### src/rtl/jtframe_romarb_pkg.sv
// ============================================================================
// Module : jtframe_romarb_pkg
// Brief  : Shared arbiter state encoding and slot data-width legality helper.
// Rev    : 1.0
// ============================================================================
`default_nettype none

package jtframe_romarb_pkg;

    typedef enum logic [1:0] {
        ST_IDLE = 2'd0,
        ST_REQ  = 2'd1,
        ST_WAIT = 2'd2
    } arb_state_e;

    // Bit n set means a slot data width of n bytes is supported.
    localparam logic [4:0] DW_LEGAL_MASK = 5'b10110;

    function automatic bit dw_legal(input int dw);
        if (dw <= 0 || dw > 32 || (dw % 8) != 0) return 1'b0;
        return DW_LEGAL_MASK[3'(dw / 8)];
    endfunction

endpackage

`default_nettype wire

### src/rtl/jtframe_romrq.sv
// ============================================================================
// Module : jtframe_romrq
// Brief  : One read slot: address cache (one or two entries), request strobe
//          and data-valid generation.
// Rev    : 1.0
// ============================================================================
`default_nettype none

module jtframe_romrq
    import jtframe_romarb_pkg::*;
#(
    parameter int AW      = 8,
    parameter int DW      = 8,
    parameter bit LATCH   = 1'b0,
    parameter bit DOUBLE  = 1'b0,
    parameter bit OKLATCH = 1'b1
)(
    input  logic          clk,
    input  logic          rst,
    input  logic          clr,
    input  logic [AW-1:0] addr,
    input  logic          cs,
    input  logic [15:0]   din,
    input  logic          din_ok,
    input  logic          we,
    output logic          req,
    output logic [AW-1:0] addr_req,
    output logic [DW-1:0] dout,
    output logic          data_ok
);

    localparam int NE = DOUBLE ? 2 : 1;

    logic [AW-1:0] tag_q   [NE];
    logic [DW-1:0] data_q  [NE];
    logic [NE-1:0] valid_q;
    logic          victim_q;
    logic [AW-1:0] cur_addr;
    logic          hit;

    generate
        if (LATCH) begin : g_latch
            logic          cs_q;
            logic [AW-1:0] addr_q;
            always_ff @(posedge clk or posedge rst) begin
                if (rst) begin
                    cs_q   <= 1'b0;
                    addr_q <= '0;
                end else begin
                    cs_q <= cs;
                    if (cs && !cs_q) addr_q <= addr;
                end
            end
            // The address is sampled on the rising edge of cs and held after.
            assign cur_addr = (cs && !cs_q) ? addr : addr_q;
        end else begin : g_nolatch
            assign cur_addr = addr;
        end
    endgenerate

    always_comb begin
        hit  = 1'b0;
        dout = '0;
        for (int e = 0; e < NE; e++) begin
            if (valid_q[e] && tag_q[e] == cur_addr) begin
                hit  = 1'b1;
                dout = data_q[e];
            end
        end
    end

    always_ff @(posedge clk or posedge rst) begin
        if (rst) begin
            valid_q  <= '0;
            victim_q <= 1'b0;
            for (int e = 0; e < NE; e++) begin
                tag_q[e]  <= '0;
                data_q[e] <= '0;
            end
        end else if (clr) begin
            valid_q <= '0;
        end else if (we && din_ok) begin
            for (int e = 0; e < NE; e++) begin
                if (e == int'(victim_q)) begin
                    tag_q[e]   <= cur_addr;
                    data_q[e]  <= DW'(din);
                    valid_q[e] <= 1'b1;
                end
            end
            if (DOUBLE) victim_q <= ~victim_q;
        end
    end

    generate
        if (OKLATCH) begin : g_oklatch
            assign data_ok = cs && hit;
        end else begin : g_okpulse
            logic okp_q;
            always_ff @(posedge clk or posedge rst) begin
                if (rst) okp_q <= 1'b0;
                else     okp_q <= we && din_ok;
            end
            assign data_ok = okp_q;
        end
    endgenerate

    assign req      = cs && !hit;
    assign addr_req = cur_addr;

endmodule

`default_nettype wire

### src/rtl/jtframe_rom_nslots.sv
// ============================================================================
// Module : jtframe_rom_nslots
// Brief  : N-slot SDRAM read arbiter. Define JTFRAME_ROMARB_RR_EN for
//          round-robin arbitration; default is fixed priority (slot 0 first).
// Rev    : 1.0
// ============================================================================
`default_nettype none

module jtframe_rom_nslots
    import jtframe_romarb_pkg::*;
#(
    parameter int                        SLOTS   = 4,
    parameter int                        SDRAMW  = 22,
    parameter int                        AW      = 8,
    parameter int                        DW      = 8,
    parameter logic [SLOTS*SDRAMW-1:0]   OFFSETS = '0,
    parameter logic [SLOTS-1:0]          LATCH   = '0,
    parameter logic [SLOTS-1:0]          DOUBLE  = '0,
    parameter logic [SLOTS-1:0]          OKLATCH = {SLOTS{1'b1}}
)(
    input  logic                    clk,
    input  logic                    rst,
    input  logic [SLOTS*AW-1:0]     slot_addr,
    input  logic [SLOTS-1:0]        slot_cs,
    output logic [SLOTS*DW-1:0]     slot_dout,
    output logic [SLOTS-1:0]        slot_ok,
    output logic                    sdram_req,
    output logic [SDRAMW-1:0]       sdram_addr,
    input  logic                    sdram_ack,
    input  logic                    data_dst,
    input  logic                    data_rdy,
    input  logic [15:0]             data_read,
    output logic [SLOTS-1:0]        grant,
    output logic                    err
);

    localparam int IW = $clog2(SLOTS);

    arb_state_e        state_q, state_d;
    logic [SLOTS-1:0]  grant_q, grant_d;
    logic              req_q, req_d;
    logic [SDRAMW-1:0] addr_q, addr_d;
    logic              err_q, err_d;

    logic [SLOTS-1:0]  slot_req;
    logic [SLOTS-1:0]  eligible;
    logic [AW-1:0]     rq_addr   [SLOTS];
    logic [SDRAMW-1:0] full_addr [SLOTS];
    logic [IW-1:0]     pick;
    logic              found;
    logic              load;
    logic              done;
    logic              rd_ok;
    logic              w_unused;

    generate
        if (!dw_legal(DW)) begin : g_bad_dw
            $error("jtframe_rom_nslots: DW must be 8, 16 or 32");
        end
        for (genvar i = 0; i < SLOTS; i++) begin : g_slot
            jtframe_romrq #(
                .AW      (AW),
                .DW      (DW),
                .LATCH   (LATCH[i]),
                .DOUBLE  (DOUBLE[i]),
                .OKLATCH (OKLATCH[i])
            ) u_romrq (
                .clk      (clk),
                .rst      (rst),
                .clr      (1'b0),
                .addr     (slot_addr[i*AW +: AW]),
                .cs       (slot_cs[i]),
                .din      (data_read),
                .din_ok   (rd_ok),
                .we       (grant_q[i]),
                .req      (slot_req[i]),
                .addr_req (rq_addr[i]),
                .dout     (slot_dout[i*DW +: DW]),
                .data_ok  (slot_ok[i])
            );
            assign full_addr[i] = SDRAMW'(rq_addr[i]) + OFFSETS[i*SDRAMW +: SDRAMW];
        end
    endgenerate

    // The slot currently owning the bus never competes in its own re-arbitration.
    assign eligible = slot_req & ~grant_q;
    assign rd_ok    = data_rdy && ((state_q == ST_WAIT) || (state_q == ST_REQ && sdram_ack));
    assign w_unused = data_dst;

`ifdef JTFRAME_ROMARB_RR_EN
    logic [IW-1:0] ptr_q, ptr_d;

    always_comb begin
        found = 1'b0;
        pick  = '0;
        for (int k = SLOTS - 1; k >= 0; k--) begin
            if (eligible[IW'((int'(ptr_q) + k) % SLOTS)]) begin
                found = 1'b1;
                pick  = IW'((int'(ptr_q) + k) % SLOTS);
            end
        end
        ptr_d = load ? IW'((int'(pick) + 1) % SLOTS) : ptr_q;
    end

    always_ff @(posedge clk or posedge rst) begin
        if (rst) ptr_q <= '0;
        else     ptr_q <= ptr_d;
    end
`else
    always_comb begin
        found = 1'b0;
        pick  = '0;
        for (int k = SLOTS - 1; k >= 0; k--) begin
            if (eligible[k]) begin
                found = 1'b1;
                pick  = IW'(k);
            end
        end
    end
`endif

    always_comb begin
        state_d = state_q;
        grant_d = grant_q;
        req_d   = req_q;
        addr_d  = addr_q;
        err_d   = err_q;
        load    = 1'b0;
        done    = 1'b0;
        case (state_q)
            ST_IDLE: begin
                if (data_rdy || sdram_ack) err_d = 1'b1;
                if (found) load = 1'b1;
            end
            ST_REQ: begin
                if (sdram_ack) begin
                    if (data_rdy) begin
                        done = 1'b1;
                    end else begin
                        state_d = ST_WAIT;
                        req_d   = 1'b0;
                    end
                end
            end
            ST_WAIT: begin
                if (sdram_ack) err_d = 1'b1;
                if (data_rdy)  done  = 1'b1;
            end
            default: state_d = ST_IDLE;
        endcase
        if (done) begin
            if (found) begin
                load = 1'b1;
            end else begin
                state_d = ST_IDLE;
                grant_d = '0;
                req_d   = 1'b0;
            end
        end
        if (load) begin
            state_d = ST_REQ;
            grant_d = {{(SLOTS-1){1'b0}}, 1'b1} << pick;
            addr_d  = full_addr[pick];
            req_d   = 1'b1;
        end
    end

    always_ff @(posedge clk or posedge rst) begin
        if (rst) begin
            state_q <= ST_IDLE;
            grant_q <= '0;
            req_q   <= 1'b0;
            addr_q  <= '0;
            err_q   <= 1'b0;
        end else begin
            state_q <= state_d;
            grant_q <= grant_d;
            req_q   <= req_d;
            addr_q  <= addr_d;
            err_q   <= err_d;
        end
    end

    assign grant      = grant_q;
    assign sdram_req  = req_q;
    assign sdram_addr = addr_q;
    assign err        = err_q;

endmodule

`default_nettype wire

### config.mk
export PLATFORM = sky130hd
export DESIGN_NAME = jtframe_rom_nslots
export DESIGN_NICKNAME = d
export VERILOG_FILES = /design/src/rtl/jtframe_romarb_pkg.sv /design/src/rtl/jtframe_romrq.sv /design/src/rtl/jtframe_rom_nslots.sv
export SDC_FILE = /design/constraint.sdc
export NUM_CORES = 1
export LEC_CHECK = 0
export ABC_AREA = 0
export CAP_MARGIN = 10
export CELL_PAD_IN_SITES_DETAIL_PLACEMENT = 1
export CELL_PAD_IN_SITES_GLOBAL_PLACEMENT = 1
export CORE_MARGIN = 2
export CORE_UTILIZATION = 23
export CTS_BUF_LIST = sky130_fd_sc_hd__clkbuf_4 sky130_fd_sc_hd__clkbuf_8
export DETAILED_ROUTE_END_ITERATION = 12
export PLACE_DENSITY = 0.86
export RECOVER_POWER = 100
export SYNTH_ARGS = -nofsm -noshare
export SYNTH_HDL_FRONTEND = slang
export SYNTH_SLANG_ARGS = --single-unit
### constraint.sdc
create_clock -name clk -period 2.6 [get_ports clk]
set_input_delay 0.26 -clock clk [delete_from_list [all_inputs] [get_ports clk]]
set_output_delay 0.26 -clock clk [all_outputs]
set_load 0.005 [all_outputs]
==> qor.yml, run 1 <==
critical_path:
  worstSetupPathType: "in -> reg"
  crit_path_max_fanout: 10
  worst-endpoint-arrival_ps: 2340
  critical_path.endpoint_type: "flip-flop"
  rr_startpoint: "state_q[0]"
  worst_setup_path_start_kind: "input pin"
  worst_setup_path_startpoint: "slot_cs[0]"
  worstPathRequired_ps: 2790
drt:
  route.met2.wl_mm: 1.90
  antenna_violating_nets_post_route: 0
  number_of_remaining_drc_errors: 0
  route.layer.met1.wl_mm: 1.66
  top_signal_layer_used: "met4"
  via_count: 1192
  detail_route.first_pass.iterations: 4
  avgRoutedWirePerCell_um: 14.1
  drt-initial-drc-count: 26
  routed_via_density: 4.30
  met3_wirelength_um: 288
  postRouteWirelength_mm: 3.90
clock_network:
  clock_buffer_count_from_cts: 3
  ctsHtreeMaxLevel: 1
  cts_hold_repair.buffers: 0
  clock_buffer_depth: 2
  post_cts.repair.setup_buffers: 0
  cts_tree: "built"
  cts.sinks: 16
  clk-insertion-delay-late_ps: 250
  clk_transition_reported_paths_ps: 60
  post_cts_resize_count: 0
  root_buffer: "sky130_fd_sc_hd__clkbuf_8"
global_route:
  vias_in_the_first_global_route: 1111
  grt_util_all_layers_pct: 11.4
  first_pass_grt_wire_length_mm: 5.66
  antenna_violations_before_repair: 0
  grt_max_degree: 17
  grt-ovfl-total: 0
logic_synthesis:
  synth.top_cells.by_area: "sky130_fd_sc_hd__buf_4 (30%), sky130_fd_sc_hd__dfrtp_1 (29%), sky130_fd_sc_hd__a21oi_1 (6.6%)"
  post_syn_area_per_cell_um2: 8.81
  gate_count_post_synth: 155
  netlist_area_um2: 1370
  synth.yosys.seq_area_share_pct: 29.3
  yosys.cell_count.top_type: "sky130_fd_sc_hd__buf_4"
  yosys_most_used_dff: "sky130_fd_sc_hd__dfrtp_1"
  yosys_warnings: 4
  most_instantiated_cells_after_synthesis: "sky130_fd_sc_hd__buf_4 (54), sky130_fd_sc_hd__a21oi_1 (18), sky130_fd_sc_hd__dfrtp_1 (16)"
  synth-edff-count: 0
  synth_top_area_share_pct: 29.7
  post-synth-top-area-cell: "sky130_fd_sc_hd__buf_4"
  ys_seq_elements: 16
  post_synth_cell_types: 31
  asyncSetResetFlopFracSynth_pct: 100
place:
  port-buffer-count: 53
  final_weighted_congestion_in_routability_driven_placement: 0.721
  dp_cells: 274
  post_dp_cell_area_um2: 1760
  detailedPlace.worstSlack_ps: 486
  dp_hpwl_mm: 3.00
outcome:
  outcome: "finished clean"
min_path:
  min-delay-path-class: "reg -> reg"
  holdCritStartpoint: "err"
die:
  pin_count: 121
  die_x_um: 81.0
  core_region_area_um2: 5820
  core.rowCount: 28
  die_area_um2: 6570
  initial_utilization_pct: 23.5
  fp.dieH_um: 81.0
layout:
  finalNetCount: 265
  final_core_area_utilization_pct: 30.8
  syn_to_final_growth_pct: 31.3
  drive_gt1_share_pct: 2.48
  layout.cell_area.non_filler_um2: 1790
  finalNonFillerCells: 277
  n_antenna_cell: 0
sta:
  final_sum_of_negative_setup_slack_ps: 0
  number_of_pins_exceeding_their_max_slew_limit_in_the_final_report: 0
  setup_viol: 0
  share_of_the_clock_period_used_by_the_worst_path_after_layout_pct: 82.9
  hold_viol: 0
  post-route-min-period_ps: 2150
  max_clock_freq_mhz: 464
  worst_clock_skew_ps: 1.96
  rsz0062_at_grt: "no"
  holdWs_ps: 464
  worst_slew_pin_slew_ps: 946
  postLayoutSetupSlackWorst_ps: 446
  worst_slew_margin_relative_to_its_limit_pct: 36.7
pwr:
  power_frac_seq_pct: 28.4
  power_density_of_the_placed_cells_nw_per_um2: 836
  switching_share_pct: 42.3
  gate_power_share_pct: 58.8
  p_leak_nw: 0.783
  power.clock.fraction_pct: 12.8
  netSwitchingPower_mw: 0.634
  ir_worst_vdd_v: 0.000249
  total_power_mw: 1.50
  intPower_mw: 0.865
job:
  drv_cap: 0
==> cell type report <==
class | count | area [um^2]
Timing Repair Buffer | 54 | 538
Fill cell | 719 | 4020
Sequential cell | 16 | 400
Clock buffer | 3 | 41.3
Multi-Input combinational cell | 126 | 708
Inverter | 3 | 11.3
Tap cell | 75 | 93.8
==> logic make-up after synthesis <==
| logic type | count (synthesis) | synth area share (%) |
|---|---|---|
| buffers and inverters | 62 | 32.0 |
| AO/OA/AOI/OAI | 46 | 24.1 |
| AND/OR/NAND/NOR | 25 | 9.90 |
| flip-flops | 16 | 29.3 |
| adder cells (fa/ha/maj) | 4 | 3.67 |
| multiplexers | 1 | 0.733 |
| other | 1 | 0.275 |
==> layout by cell type, fill, tap and decap left out, drive strengths merged <==
master / netlist / final
o21ai: 1 / 1
dlygate4sd3: 0 / 16
a22o: 2 / 2
dfrtp: 16 / 16
nor2b: 5 / 5
clkbuf: 3 / 3
a211o: 1 / 1
clkdlybuf4s50: 0 / 37
a211oi: 1 / 1
nand3b: 1 / 1
a21o: 1 / 1
o221ai: 8 / 8
o22ai: 1 / 1
a21oi: 18 / 18
mux2i: 1 / 1
nand3: 3 / 3
nand2: 5 / 5
inv: 3 / 3
nand2b: 4 / 4
a221oi: 8 / 8
o31ai: 3 / 3
or4: 1 / 1
a21boi: 1 / 1
nor2: 3 / 3
buf: 56 / 1
and2: 2 / 2
a22oi: 1 / 1
ha: 4 / 4
conb: 1 / 50
or2: 1 / 1
==> critical path, stage by stage <==
cell and delay (ps):
sky130_fd_sc_hd__dlygate4sd3_1 540, sky130_fd_sc_hd__nor2b_1 170, sky130_fd_sc_hd__or4_1 760, sky130_fd_sc_hd__a21boi_0 420, sky130_fd_sc_hd__and2_1 180
==> power by group through the flow <==
| stage | combinational (mW) | sequential (mW) | clock [mW] |
|---|---|---|---|
| floorplan | 0.606 | 0.428 | 0 |
| global route | 0.985 | 0.442 | 0.207 |
| global placement | 0.906 | 0.429 | 0 |
| CTS | 0.933 | 0.433 | 0.198 |
| finish | 0.882 | 0.426 | 0.191 |
| detailed placement | 0.927 | 0.437 | 0 |
==> layer usage <==
| layer | up-vias | track usage (%) |
|---|---|---|
| met5 | - | 0 |
| met4 | 0 | 4.75 |
| met3 | 4 | 1.78 |
| met2 | 56 | 19.4 |
| met1 | 581 | 14.3 |
| li1 | 551 | - |
==> state kept, by name (all words and copies together), names as in the netlist <==
register and flops:
sdram_req 1, sdram_addr 8, err 1, grant 4, state_q 2
==> final timing paths <==
kind,to,slack (ps),cells after the start
worst max-delay path,state_q[1],450,5
worst min-delay path,err,460,1
worst max register to register,sdram_addr[3],510,6
worst min register to register,err,460,1
max in group asynchronous,grant[2],1620,2
min in group asynchronous,sdram_addr[4],540,2
No activity file was read; power rests on OpenSTA's default activity.
==> inputs of run 2 (changes only) <==
--- a/config.mk
+++ b/config.mk
@@ -10,10 +10,10 @@
 export CELL_PAD_IN_SITES_DETAIL_PLACEMENT = 1
 export CELL_PAD_IN_SITES_GLOBAL_PLACEMENT = 1
 export CORE_MARGIN = 2
-export CORE_UTILIZATION = 23
+export CORE_UTILIZATION = 21
 export CTS_BUF_LIST = sky130_fd_sc_hd__clkbuf_4 sky130_fd_sc_hd__clkbuf_8
 export DETAILED_ROUTE_END_ITERATION = 12
-export PLACE_DENSITY = 0.86
+export PLACE_DENSITY = 0.79
 export RECOVER_POWER = 100
 export SYNTH_ARGS = -nofsm -noshare
 export SYNTH_HDL_FRONTEND = slang
==> constraint.sdc (replaced) <==
create_clock -name clk -period 2 [get_ports clk]
set_input_delay 0.2 -clock clk [delete_from_list [all_inputs] [get_ports clk]]
set_output_delay 0.2 -clock clk [all_outputs]
set_load 0.005 [all_outputs]
==> qor.yml, run 2 (synthesis gave the netlist of run 1 again) <==
critical_path:
  reg2regPathDepth: 6
  worst_setup_path_start_kind: "input pin"
  worstReg2RegEnd: "sdram_addr[4]"
  worstPathRequired_ps: 2190
  rr_startpoint: "state_q[1]"
  crit_path_max_fanout: 4
  critical_path.endpoint_type: "flip-flop"
  worstSetupPathType: "in -> reg"
  worst-r2r-setup-slack_ps: 230
  worst_setup_path_startpoint: "slot_cs[0]"
  worst-endpoint-arrival_ps: 1980
sta:
  post-route-min-period_ps: 1780
  worst_slew_margin_relative_to_its_limit_pct: 46.7
  share_of_the_clock_period_used_by_the_worst_path_after_layout_pct: 89.1
  hold_viol: 0
  final_sum_of_negative_setup_slack_ps: 0
  max_clock_freq_mhz: 561
  number_of_pins_exceeding_their_max_slew_limit_in_the_final_report: 0
  worst_clock_skew_ps: 5.44
  setup_viol: 0
  rsz0062_at_grt: "no"
  worst_slew_pin_slew_ps: 795
  postLayoutSetupSlackWorst_ps: 219
clock_network:
  cts.sinks: 16
  clk_transition_reported_paths_ps: 70
  root_buffer: "sky130_fd_sc_hd__clkbuf_8"
  clock_buffer_depth: 2
  clock_buffer_count_from_cts: 3
  cts_hold_repair.buffers: 0
  clk-insertion-delay-late_ps: 250
  ctsHtreeMaxLevel: 1
  post_cts.repair.setup_buffers: 0
  cts_tree: "built"
drt:
  avgRoutedWirePerCell_um: 13.9
  detail_route.first_pass.iterations: 4
  number_of_remaining_drc_errors: 0
  via_count: 1172
  routed_via_density: 4.11
  drt-initial-drc-count: 47
  antenna_violating_nets_post_route: 0
  postRouteWirelength_mm: 3.95
pwr:
  ir_worst_vdd_v: 0.000342
  power_density_of_the_placed_cells_nw_per_um2: 1110
  p_leak_nw: 0.816
place:
  detailedPlace.worstSlack_ps: -29.7
  dp_hpwl_mm: 3.18
  final_weighted_congestion_in_routability_driven_placement: 0.777
  port-buffer-count: 53
job:
  drv_cap: 0
layout:
  layout.cells.most_common: "sky130_fd_sc_hd__conb_1"
  largest_reg_flops: 8
  n_antenna_cell: 0
  layout.cells.most_common_list: "sky130_fd_sc_hd__conb_1 (50), sky130_fd_sc_hd__clkdlybuf4s50_1 (38), sky130_fd_sc_hd__a21oi_1 (18)"
  finalNetCount: 270
  drive_gt1_share_pct: 6.25
  syn_to_final_growth_pct: 35.7
die:
  core_region_area_um2: 6310
  die_area_um2: 7160
  fp.dieH_um: 84.6
  initial_utilization_pct: 21.6
  pin_count: 121
  core.rowCount: 29
  die_x_um: 84.6
global_route:
  grt_util_all_layers_pct: 10.7
  grt_max_degree: 17
  vias_in_the_first_global_route: 1193
  grt-ovfl-total: 0
  first_pass_grt_wire_length_mm: 6.00
  antenna_violations_before_repair: 0
outcome:
  outcome: "finished clean"
min_path:
  hold_end: "err"
  min-delay-path-class: "reg -> reg"
  worst_hold_path.num_cells: 1
  holdCritStartpoint: "err"
## run 2: cell types whose count changed in the layout (fill, tap and decap cells not counted)
cell                              delta
sky130_fd_sc_hd__buf_4               +5
sky130_fd_sc_hd__clkbuf_8            +1
sky130_fd_sc_hd__clkdlybuf4s50_1     +1
sky130_fd_sc_hd__dlygate4sd3_1       -1
sky130_fd_sc_hd__nor2_1              -1
sky130_fd_sc_hd__nor2_2              +1
sky130_fd_sc_hd__or2_0               -1
sky130_fd_sc_hd__or2_4               +1
## run 2: layout make-up
| cell class | count | area, um^2 |
|---|---|---|
| repair buffers | 59 | 576 |
| fillers | 785 | 4460 |
| well taps | 77 | 96.3 |
| inverters | 3 | 11.3 |
| flip-flops and latches | 16 | 400 |
| multi-input cells | 126 | 713 |
| clock buffers | 4 | 55.1 |
## run 2: what timing repair did
item	CTS	global route
resized for setup	1	1
setup endpoints to repair	2	8
gates cloned	0	0
## run 2: per-stage QoR
step	std cells	hold WS, ps	utilization (%)	instance area [um^2]	power (mW)
after floorplan	204	114	-	1550	1.34
after global placement	281	460	28.4	1800	1.77
after detailed placement	281	461	28.4	1800	1.80
after CTS	285	384	29.3	1850	2.12
after global routing	285	483	29.3	1850	2.23
final	285	467	29.3	1850	2.05
## run 2: power by group
part           leakage (nW)  switching (mW)  total [mW]  internal, mW
logic                 0.601           0.637        1.20         0.559
registers             0.186          0.0871       0.555         0.468
clock network        0.0288           0.126       0.301         0.175
## run 2: how the worst max path moves through the flow
stage	endpoint	slack (ps)
2_1_floorplan	sdram_addr[0]	390
3_3_place_gp	sdram_addr[4]	10
3_5_place_dp	sdram_addr[4]	-30
4_1_cts	sdram_addr[4]	5
5_1_grt	sdram_addr[4]	70
6_report	grant[1]	220
## run 2: layer usage
metal	part of all wire [%]	global-route usage [%]
met3	7.9	2.56
met2	50	18.9
met1	41	13.0
met4	0.53	2.60
met5	0	0
## run 2: critical path: stages
cell	delay, ps
sky130_fd_sc_hd__clkdlybuf4s50_1	430
sky130_fd_sc_hd__nor2b_1	180
sky130_fd_sc_hd__or4_1	580
sky130_fd_sc_hd__a21boi_0	390
sky130_fd_sc_hd__a22o_1	200
==> inputs of run 3 (changes only) <==
--- a/config.mk
+++ b/config.mk
@@ -13,8 +13,10 @@
 export CORE_UTILIZATION = 21
 export CTS_BUF_LIST = sky130_fd_sc_hd__clkbuf_4 sky130_fd_sc_hd__clkbuf_8
 export DETAILED_ROUTE_END_ITERATION = 12
+export HOLD_SLACK_MARGIN = 0.12
 export PLACE_DENSITY = 0.79
 export RECOVER_POWER = 100
+export REMOVE_ABC_BUFFERS = 1
 export SYNTH_ARGS = -nofsm -noshare
 export SYNTH_HDL_FRONTEND = slang
 export SYNTH_SLANG_ARGS = --single-unit
==> qor.yml, run 3 (synthesis gave the netlist of run 1 again) <==
critical_path:
  worstPathRequired_ps: 2190
  worst-endpoint-arrival_ps: 2030
  worstSetupPathType: "in -> reg"
  critical_path.endpoint_type: "flip-flop"
  crit_path_max_fanout: 10
  worst_setup_path_start_kind: "input pin"
clock_network:
  cts_tree: "built"
  clk_transition_reported_paths_ps: 70
  cts_hold_repair.buffers: 0
  ctsHtreeMaxLevel: 1
  clk-insertion-delay-late_ps: 250
  cts.sinks: 16
  clock_buffer_depth: 2
  clock_buffer_count_from_cts: 3
  post_cts.repair.setup_buffers: 0
  root_buffer: "sky130_fd_sc_hd__clkbuf_8"
drt:
  avgRoutedWirePerCell_um: 14.2
  number_of_remaining_drc_errors: 0
  via_count: 1170
  postRouteWirelength_mm: 4.00
  met3_wirelength_um: 281
  antenna_violating_nets_post_route: 0
  detail_route.first_pass.iterations: 4
  drt-initial-drc-count: 25
  route.met2.wl_mm: 2.07
  top_signal_layer_used: "met4"
  routed_via_density: 4.16
  route.layer.met1.wl_mm: 1.57
global_route:
  grt_max_degree: 17
  first_pass_grt_wire_length_mm: 6.11
  grt_util_all_layers_pct: 11.0
  antenna_violations_before_repair: 0
  grt-ovfl-total: 0
  vias_in_the_first_global_route: 1201
die:
  pin_count: 121
  fp.dieH_um: 84.6
  core_region_area_um2: 6310
  die_area_um2: 7160
  initial_utilization_pct: 21.6
  die_x_um: 84.6
  core.rowCount: 29
job:
  drv_cap: 0
layout:
  finalNetCount: 267
  drive_gt1_share_pct: 4.90
  layout.cells.most_common_list: "sky130_fd_sc_hd__conb_1 (50), sky130_fd_sc_hd__clkdlybuf4s50_1 (38), sky130_fd_sc_hd__a21oi_1 (18)"
  syn_to_final_growth_pct: 33.5
  n_antenna_cell: 0
  final_core_area_utilization_pct: 28.9
  largest_reg_flops: 8
  layout.cells.most_common: "sky130_fd_sc_hd__conb_1"
  filler_cell_count: 745
  finalNonFillerCells: 281
  layout.cell_area.non_filler_um2: 1820
sta:
  max_clock_freq_mhz: 544
  worst_clock_skew_ps: 3.38
  holdWs_ps: 478
  postLayoutSetupSlackWorst_ps: 161
  final_sum_of_negative_setup_slack_ps: 0
  hold_viol: 0
  worst_slew_pin_slew_ps: 732
  number_of_pins_exceeding_their_max_slew_limit_in_the_final_report: 0
  worst_slew_margin_relative_to_its_limit_pct: 50.9
  share_of_the_clock_period_used_by_the_worst_path_after_layout_pct: 91.9
  rsz0062_at_grt: "no"
  setup_viol: 0
  post-route-min-period_ps: 1840
pwr:
  p_leak_nw: 0.795
  ir_worst_vdd_v: 0.000345
  power_density_of_the_placed_cells_nw_per_um2: 1100
  total_power_mw: 2.01
place:
  detailedPlace.worstSlack_ps: -50.8
  dp_hpwl_mm: 3.19
  post_dp_cell_area_um2: 1770
  final_weighted_congestion_in_routability_driven_placement: 0.736
  port-buffer-count: 53
  dp_cells: 278
min_path:
  min-delay-path-class: "reg -> reg"
outcome:
  outcome: "finished clean"
## run 3: worst max-delay path, stage by stage
cell and delay, ps:
sky130_fd_sc_hd__clkdlybuf4s50_1 420, sky130_fd_sc_hd__nor2b_1 180, sky130_fd_sc_hd__or4_1 510, sky130_fd_sc_hd__buf_2 210, sky130_fd_sc_hd__a21boi_0 310, sky130_fd_sc_hd__a22o_1 190
## run 3: metal layers
metal	vias to the layer above	track usage, %
li1	548	-
met1	563	12.3
met2	54	19.4
met5	-	0
met3	5	2.65
met4	0	5.19
## run 3: final cells by class
type / instances / area (um^2) / share of cell area (%)
Sequential cell: 16 / 400 / 22.0
Tap cell: 77 / 96.3 / 5.28
Multi-Input combinational cell: 126 / 723 / 39.7
Inverter: 3 / 11.3 / 0.618
Timing Repair Buffer: 56 / 551 / 30.2
Clock buffer: 3 / 41.3 / 2.26
## run 3: repair_timing
action / CTS / global route
setup endpoints to repair: 11 / 7
gates resized for setup: 1 / 3
cloned: 0 / 0
## run 3: path summary, 6_finish.rpt
path / startpoint / to / slack (ps) / cells after the start
min in group asynchronous: rst / sdram_addr[6] / 490 / 2
setup reg to reg: state_q[0] / sdram_addr[2] / 190 / 6
max in group asynchronous: rst / sdram_addr[2] / 1080 / 2
setup / recovery: slot_cs[0] / grant[0] / 160 / 6
hold / removal: err / err / 480 / 1
hold reg to reg: err / err / 480 / 1
## run 3: power breakdown
part           switching (mW)  internal, mW
logic                   0.645         0.561
registers              0.0860         0.468
clock network           0.116         0.134
